### src/rtl/obstacle_scheduler.sv
// Obstacle sequencer for the runner game: spawns, moves, retires and scores N obstacle slots.
// Latency: every output is registered; a movement tick shows up on the cycle after the tick cycle.
// Backpressure: none; spawns wait for a free slot, and collision freezes everything in OVER.
//
// Ports:
//   clk, rst          system clock, asynchronous active-high reset
//   game_en           level: high runs the game, low returns to IDLE
//   collision         level: player hit an obstacle (ignored outside RUN)
//   speed_lvl         pixels per tick minus one, sampled on tick cycles
//   obst_xpos         slot i x position at [12*i+11 : 12*i]
//   obst_valid        slot i is active
//   game_over         high while in OVER
//   score             obstacles retired since the game started, saturating
module obstacle_scheduler #(
  parameter int N_OBST   = 3,
  parameter int TICK_DIV = 4_000_000,
  parameter int SPAWN_X  = 750,
  parameter int MIN_GAP  = 40
) (
  input  logic                 clk,
  input  logic                 rst,
  input  logic                 game_en,
  input  logic                 collision,
  input  logic [1:0]           speed_lvl,
  output logic [12*N_OBST-1:0] obst_xpos,
  output logic [N_OBST-1:0]    obst_valid,
  output logic                 game_over,
  output logic [15:0]          score
);

  localparam int            TW        = (TICK_DIV > 1) ? $clog2(TICK_DIV) : 1;
  localparam logic [TW-1:0] TICK_LAST = TW'(TICK_DIV - 1);

  localparam logic [1:0] S_IDLE = 2'd0;
  localparam logic [1:0] S_RUN  = 2'd1;
  localparam logic [1:0] S_OVER = 2'd2;

  logic [1:0]        state;
  logic [TW-1:0]     tick_cnt;
  logic [7:0]        lfsr;
  logic [7:0]        gap_cnt;
  logic [7:0]        gap_target;
  logic [11:0]       xpos_q [N_OBST];
  logic [N_OBST-1:0] valid_q;

  logic              tick;
  logic              do_clear;
  logic              run_go;
  logic [11:0]       step;
  logic [N_OBST-1:0] retire;
  logic [N_OBST-1:0] spawn_sel;
  logic              spawn;
  logic [2:0]        retire_cnt;
  logic [16:0]       score_sum;
  logic [15:0]       score_next;

  always_comb begin
    tick      = (state == S_RUN) && (tick_cnt == TICK_LAST);
    // Leaving RUN/OVER for IDLE clears in the same edge, so IDLE is never seen with stale slots.
    do_clear  = (state == S_IDLE) ||
                ((state == S_RUN) && !collision && !game_en) ||
                ((state == S_OVER) && !game_en);
    // A tick coinciding with collision is dropped: OVER keeps the pre-tick picture.
    run_go    = (state == S_RUN) && !collision && game_en;
    step      = 12'(speed_lvl) + 12'd1;
    retire     = '0;
    spawn_sel  = '0;
    retire_cnt = '0;
    for (int i = 0; i < N_OBST; i++) begin
      // Checking xpos <= step before subtracting keeps the position from wrapping below zero.
      retire[i]  = valid_q[i] && (xpos_q[i] <= step);
      retire_cnt = retire_cnt + 3'(retire[i]);
    end
    // Free slots are judged on the pre-tick valid flags, so a slot retiring this tick
    // cannot be refilled until the next one. Descending scan leaves the lowest index selected.
    for (int i = N_OBST - 1; i >= 0; i--) begin
      if (!valid_q[i]) begin
        spawn_sel    = '0;
        spawn_sel[i] = 1'b1;
      end
    end
    spawn      = (gap_cnt >= gap_target) && (|spawn_sel);
    score_sum  = {1'b0, score} + 17'(retire_cnt);
    score_next = score_sum[16] ? 16'hFFFF : score_sum[15:0];
  end

  always_comb begin
    obst_xpos = '0;
    for (int i = 0; i < N_OBST; i++) begin
      obst_xpos[12*i +: 12] = xpos_q[i];
    end
    obst_valid = valid_q;
  end

  always_ff @(posedge clk or posedge rst) begin
    if (rst) begin
      state      <= S_IDLE;
      tick_cnt   <= '0;
      lfsr       <= 8'hA5;
      gap_cnt    <= '0;
      gap_target <= 8'(MIN_GAP);
      valid_q    <= '0;
      for (int i = 0; i < N_OBST; i++) xpos_q[i] <= '0;
      game_over  <= 1'b0;
      score      <= '0;
    end else begin
      // x^8+x^6+x^5+x^4+1, shift-left Fibonacci; maximal length so it never locks at zero.
      lfsr <= {lfsr[6:0], lfsr[7] ^ lfsr[5] ^ lfsr[4] ^ lfsr[3]};

      case (state)
        S_IDLE: begin
          if (game_en) begin
            state   <= S_RUN;
            // Preloading the gap makes the first spawn land on the first tick.
            gap_cnt <= gap_target;
          end
        end
        S_RUN: begin
          if (collision) begin
            state     <= S_OVER;
            game_over <= 1'b1;
          end else if (!game_en) begin
            state <= S_IDLE;
          end
        end
        S_OVER: begin
          if (!game_en) begin
            state     <= S_IDLE;
            game_over <= 1'b0;
          end
        end
        default: state <= S_IDLE;
      endcase

      if (do_clear) begin
        valid_q  <= '0;
        for (int i = 0; i < N_OBST; i++) xpos_q[i] <= '0;
        score    <= '0;
        tick_cnt <= '0;
      end else if (run_go) begin
        tick_cnt <= tick ? '0 : tick_cnt + 1'b1;
        if (tick) begin
          for (int i = 0; i < N_OBST; i++) begin
            if (spawn && spawn_sel[i]) begin
              xpos_q[i]  <= 12'(SPAWN_X);
              valid_q[i] <= 1'b1;
            end else if (retire[i]) begin
              xpos_q[i]  <= '0;
              valid_q[i] <= 1'b0;
            end else if (valid_q[i]) begin
              xpos_q[i] <= xpos_q[i] - step;
            end
          end
          score <= score_next;
          if (spawn) begin
            gap_cnt    <= '0;
            gap_target <= 8'(MIN_GAP) + {2'b00, lfsr[5:0]};
          end else if (gap_cnt != 8'hFF) begin
            gap_cnt <= gap_cnt + 8'd1;
          end
        end
      end
    end
  end

endmodule

### config.mk
export PLATFORM = sky130hd
export DESIGN_NAME = obstacle_scheduler
export DESIGN_NICKNAME = d
export VERILOG_FILES = /design/src/rtl/obstacle_scheduler.sv
export SDC_FILE = /design/constraint.sdc
export NUM_CORES = 1
export LEC_CHECK = 0
export BUFFER_PORTS_ARGS = -buffer_cell sky130_fd_sc_hd__buf_4
export CORE_MARGIN = 3
export CORE_UTILIZATION = 40
export DETAILED_ROUTE_END_ITERATION = 10
export GPL_ROUTABILITY_DRIVEN = 0
export PLACE_DENSITY_LB_ADDON = 0.15
export SLEW_MARGIN = 20
export SYNTH_ARGS = -nofsm -noshare
export SYNTH_HDL_FRONTEND = slang
export SYNTH_SLANG_ARGS = --single-unit
export TNS_END_PERCENT = 10
### constraint.sdc
create_clock -name clk -period 5.8 [get_ports clk]
set_clock_uncertainty 0.1 [all_clocks]
set_input_delay 0 -clock clk [delete_from_list [all_inputs] [get_ports clk]]
set_output_delay 0 -clock clk [all_outputs]
set_load 0.02 [all_outputs]
# Word level (Yosys, flattened, before mapping)
# Cells that the tools add are included.
# word_totals
ff_bits	104
in_bits	6
output_inout_bits	56
wordCells	119
# classes
n_addsub	10
n_lt_le_gt_ge	4
n_eq_ne	7
n_mux	45
bitwise	4
reduce_logical	36
# ops
operator	n
$mux W12	9
$mux W36	3
$mux W22	3
$mux W16	4
$mux W8	7
$le A12 B3 Y1	3
$sub A12 B3 Y12	3
$add A22 B1 Y22 const B	1
$eq A22 B22 Y1 const B	1
$reduce_and A3 Y1	7
$mux W3	6
$add A16 B3 Y17	1
$logic_and A1 B1 Y1	12
$reduce_bool A4 Y1	3
$reduce_bool A3 Y1	3
$add A8 B1 Y8 const B	1
$ge A8 B8 Y1	1
$mux W1	8
$ne A8 B8 Y1 const B	1
$add A6 B6 Y7 const A	1
$mux W2	3
$ne A2 B2 Y1 const B	3
$pmux W2 S3	1
$reduce_bool A2 Y1	3
other kinds (14)	18

# Logic depth before layout (Yosys ltp)
# depth
ltp_word	10
ltp_mapped	17
mapped_depth_nobuf	16

# Worst setup path after synthesis
# OpenSTA, ideal clock, no wires.
# synth_timing
path_kind	reg2reg
from	register xpos_q (netlist bit obst_xpos[31])
to	register score[5]
setup_ns	0.129
arrival_time_ns	3.966
t_required_ns	5.571
path_slack_ns	1.605
path_stages_with_launch	16
n_path_buf	2
synth_period_minus_slack_ns	4.195
cell_sequence	dfrtp_1 -> or3_1 -> clkbuf_1 -> nor4_1 -> nor4b_1 -> and3_1 -> fa_1 -> ha_1 -> fa_1 -> and3_1 -> and3_1 -> nor2b_1 -> nor2b_1 -> clkbuf_1 -> o21ai_0 -> o21ai_0
# synth_via
elab_chain_cells	8
# synth_rtl
item	line	source
from (decl)	43	logic [11:0] xpos_q [N_OBST];
from (signal, indexed assignment)	145	xpos_q[i] <= 12'(SPAWN_X);
from (signal, indexed assignment)	151	xpos_q[i] <= xpos_q[i] - step;
$le A12 B3 Y1	71	retire[i] = valid_q[i] && (xpos_q[i] <= step);
$logic_and A1 B1 Y1	71	
$add A2 B1 Y3	72	retire_cnt = retire_cnt + 3'(retire[i]);
$add A16 B3 Y17	83	score_sum = {1'b0, score} + 17'(retire_cnt);
$mux W16	84	score_next = score_sum[16] ? 16'hFFFF : score_sum[15:0];
$mux W16	142	if (tick) begin
$mux W16	140	end else if (run_go) begin
$mux W16	135	if (do_clear) begin
to (signal assigned)	154	score <= score_next;
to (decl)	28	output logic [15:0] score
# Every way passes these cells. The select of a mux whose other input is x is not followed.
# A chain may end at the register's enable or synchronous reset.

# Final worst setup path
# layout_timing
from	register xpos_q (netlist bit obst_xpos[30])
to	register score[5]
# Same word-level chain as after synthesis.

==> impl_metrics.env <==
export IMPL_wire_per_inst_um=16.2
export IMPL_rows=44
export IMPL_tritoncts="yes"
export IMPL_grt_overflow=0
export IMPL_vias=5510
export IMPL_hold_path_startpoint="speed_lvl[0]"
export IMPL_synth_seq_cells=103
export IMPL_synth_ff_type="dfrtp_1"
export IMPL_clk_pin_slew_ps=70
export IMPL_fin_crit_ps=4420
export IMPL_die_x_um=130
export IMPL_synth_edf_count=0
export IMPL_areaGrowthSynthToFinish_pct=15.2
export IMPL_clk_path_buf_depth=2
export IMPL_numCtsBuffers=9
export IMPL_grt_total_usage_pct=19.0
export IMPL_fill_cells=1424
export IMPL_cts_sinks=103
export IMPL_htreeDepth=3
export IMPL_r2r_slack_ps=1380
export IMPL_start_kind="flip-flop"
export IMPL_hold_depth=4
export IMPL_ir_drop_mv=0.161
export IMPL_placed_cell_area_um2=6740
export IMPL_period_share_pct=76.2
export IMPL_ios=62
export IMPL_power_density_nw_per_um2=317
export IMPL_cp_slowest_cell="nor4b_1"
export IMPL_critPathArrivalTime_ps=4550
export IMPL_final_nets=799
export IMPL_mappedNetlistArea_um2=6140
export IMPL_met3_usage_pct=3.77
export IMPL_synth_warnings=0
export IMPL_cellLeakagePower_nw=3.09
export IMPL_via_per_inst=5.77
export IMPL_synth_nets=745
export IMPL_cts_root_buf="clkbuf_16"
export IMPL_dp_slack_ps=1420
export IMPL_grt_pass1_wl_um=26300
export IMPL_synth_area_per_cell_um2=8.62
export IMPL_reg2reg_from="obst_xpos[30]"
export IMPL_worst_pin_slew_ps=944
export IMPL_clock_latency_ps=350
export IMPL_fp_dieArea_um2=16900
export IMPL_maxCapViolCount=0
export IMPL_rsz0062_at_grt="false"
export IMPL_finalPower_mw=2.24
export IMPL_hold_path_class="input port to flip-flop"
export IMPL_synth_distinct_cells=65
export IMPL_status="finished, final reports clean"
export IMPL_met1_usage_pct=26.5
export IMPL_grt_pass1_vias=5248
export IMPL_drc=0
export IMPL_critical_path_class="flip-flop to flip-flop"
export IMPL_syn_inst=712
export IMPL_reg2reg_to="score[5]"
export IMPL_busiest_layer="met2"
export IMPL_setup_viol=0
export IMPL_first_pass_iters=5
export IMPL_fmax_mhz=226
export IMPL_slowest_delay_ps=530
export IMPL_start_util_pct=41.6
export IMPL_switching_share_pct=36.2
export IMPL_post_cts_buffers=0
export IMPL_seq_power_share_pct=39.0
export IMPL_comb_power_share_pct=33.9
export IMPL_hold_end="obst_xpos[0]"
export IMPL_num_antenna_cells=0
export IMPL_power_share_clock_pct=27.1
export IMPL_ant_nets=0
export IMPL_cp_cell_sequence="or3_1 > nor4_1 > nor4b_1 > and3_1 > fa_1 > ha_1 > fa_1 > and3_1 > and3_1 > nor2b_1 > nor2b_1 > o21ai_0 > o21ai_0"
export IMPL_fin_setup_tns_ps=0
export IMPL_grt_antenna_before_repair=0
export IMPL_hold_violations=0
export IMPL_p_sw_mw=0.813
export IMPL_cts_resized=0
export IMPL_met2_usage_pct=30.5
export IMPL_layout_drive_gt1_share_pct=13.5
export IMPL_cp_required_ps=5930
export IMPL_relSlewSlack_pct=36.7
export IMPL_io_buffer_count=61
export IMPL_critPathMaxFanout=9
export IMPL_cpMostUsedCell="and3_1"
export IMPL_cp_end_kind="flip-flop"
export IMPL_final_core_util_pct=47.9
export IMPL_slew_violations=0
export IMPL_drtIter0Drc=467
export IMPL_internal_power_mw=1.43
export IMPL_layout_setup_ws_ps=1380
export IMPL_synthArstFlopShare_pct=100
export IMPL_core_um2=14800
export IMPL_die_h_um=130
export IMPL_design_area_um2=7070
export IMPL_postCtsHoldBufs=4
export IMPL_dp_hpwl_um=10900
export IMPL_routed_wl_um=15500
export IMPL_grt_max_degree=55
export IMPL_reg2reg_depth=13
export IMPL_seq_area_frac_synth_pct=42.1
-- sequential cells by signal (all words and copies together) (netlist names) --
name / count
score: 16
lfsr: 8
obst_xpos: 36
gap_cnt: 8
obst_valid: 3
state: 2
tick_cnt: 22
game_over: 1
gap_target: 7
-- metal layers --
metal | vias to the layer above | routed length, um
li1 | 2699 | -
met2 | 112 | 7430
met3 | 14 | 589
met4 | 0 | 192
met1 | 2685 | 7260
met5 | - | 0
-- cells in the final DEF, fill, tap and decap left out, drive strengths merged, types with 5 or more instances in the layout --
cell	Yosys	layout
xor2	10	10
clkbuf	23	13
nor2	68	68
nand4	9	9
nor2b	11	11
nand3	25	25
nor3	31	31
o22a	6	6
a22o	5	5
xnor2	9	9
o21ai	88	88
o31ai	8	8
nand2b	5	5
a31oi	19	19
dfstp	6	6
and3	11	11
o21a	6	6
o22ai	8	8
ha	22	22
a21oi	56	56
a211oi	8	8
buf	4	66
nand2	69	69
fa	5	5
dfrtp	97	97
inv	35	35
and2	6	6
or3	7	7
or4	5	5
nor4	8	8
-- metrics by stage --
step	instances	hold slack, ps
final	955	80.4
after global routing	955	114
after floorplan	712	-9.34
after CTS	955	68.4
after global placement	935	29.4
after detailed placement	935	37.5
-- Yosys cell counts, types with 10 or more instances --
cell      count  area [um2]
nor2b_1      11        68.8
and3_1       11        68.8
nand2_1      68         255
a21oi_1      56         280
clkbuf_1     21        78.8
a31oi_1      19         119
inv_1        35         131
nor3_1       31         155
dfrtp_1      97        2430
o21ai_1      16        80.1
o21ai_0      72         360
nand3_1      25         125
ha_1         22         275
nor2_1       68         255
xor2_1       10        87.6
-- power by group through the flow --
stage	sequential [mW]	clock, mW	combinational [mW]
after CTS	0.874	0.630	0.761
after global routing	0.887	0.655	0.846
final	0.876	0.608	0.760
after floorplan	0.946	0	0.459
after detailed placement	0.887	0	0.757
after global placement	0.884	0	0.746
-- layout make-up --
class	instances	area (um2)	share of cell area [%]
multi-input cells	547	3300	46.6
flip-flops and latches	103	2580	36.5
repair buffers	70	536	7.57
clock buffers	13	250	3.54
well taps	184	230	3.25
inverters	35	134	1.89
clock inverters	3	42.5	0.601
-- critical path: cells and delay by family, from the launching register on --
family / cells / cell delay [ps]
AOI/OAI and AO/OA: 2 / 290
and+or+nand+nor: 8 / 2440
DFF: 1 / 400
adders and majority gates: 3 / 1070
-- cell families after synthesis --
group	after synthesis	share of synthesized area, %
xor gates and xnor gates	19	2.71
buffers and inverters	62	4.28
DFF	103	42.1
muxes	4	0.733
AOI/OAI and AO/OA	223	21.8
adders and majority gates	27	6.11
and+or+nand+nor	274	22.2
-- worst max path at each step --
stage	startpoint	to	slack (ps)	depth (start not counted)
2_1_floorplan	obst_xpos[31]	score[5]	1610	15
3_3_place_gp	obst_xpos[31]	score[5]	1510	13
3_5_place_dp	obst_xpos[31]	score[5]	1420	13
4_1_cts	obst_xpos[31]	score[5]	1390	13
5_1_grt	obst_xpos[31]	score[5]	1130	13
6_report	obst_xpos[30]	score[5]	1380	13
Power figures use the tool's default switching activity.
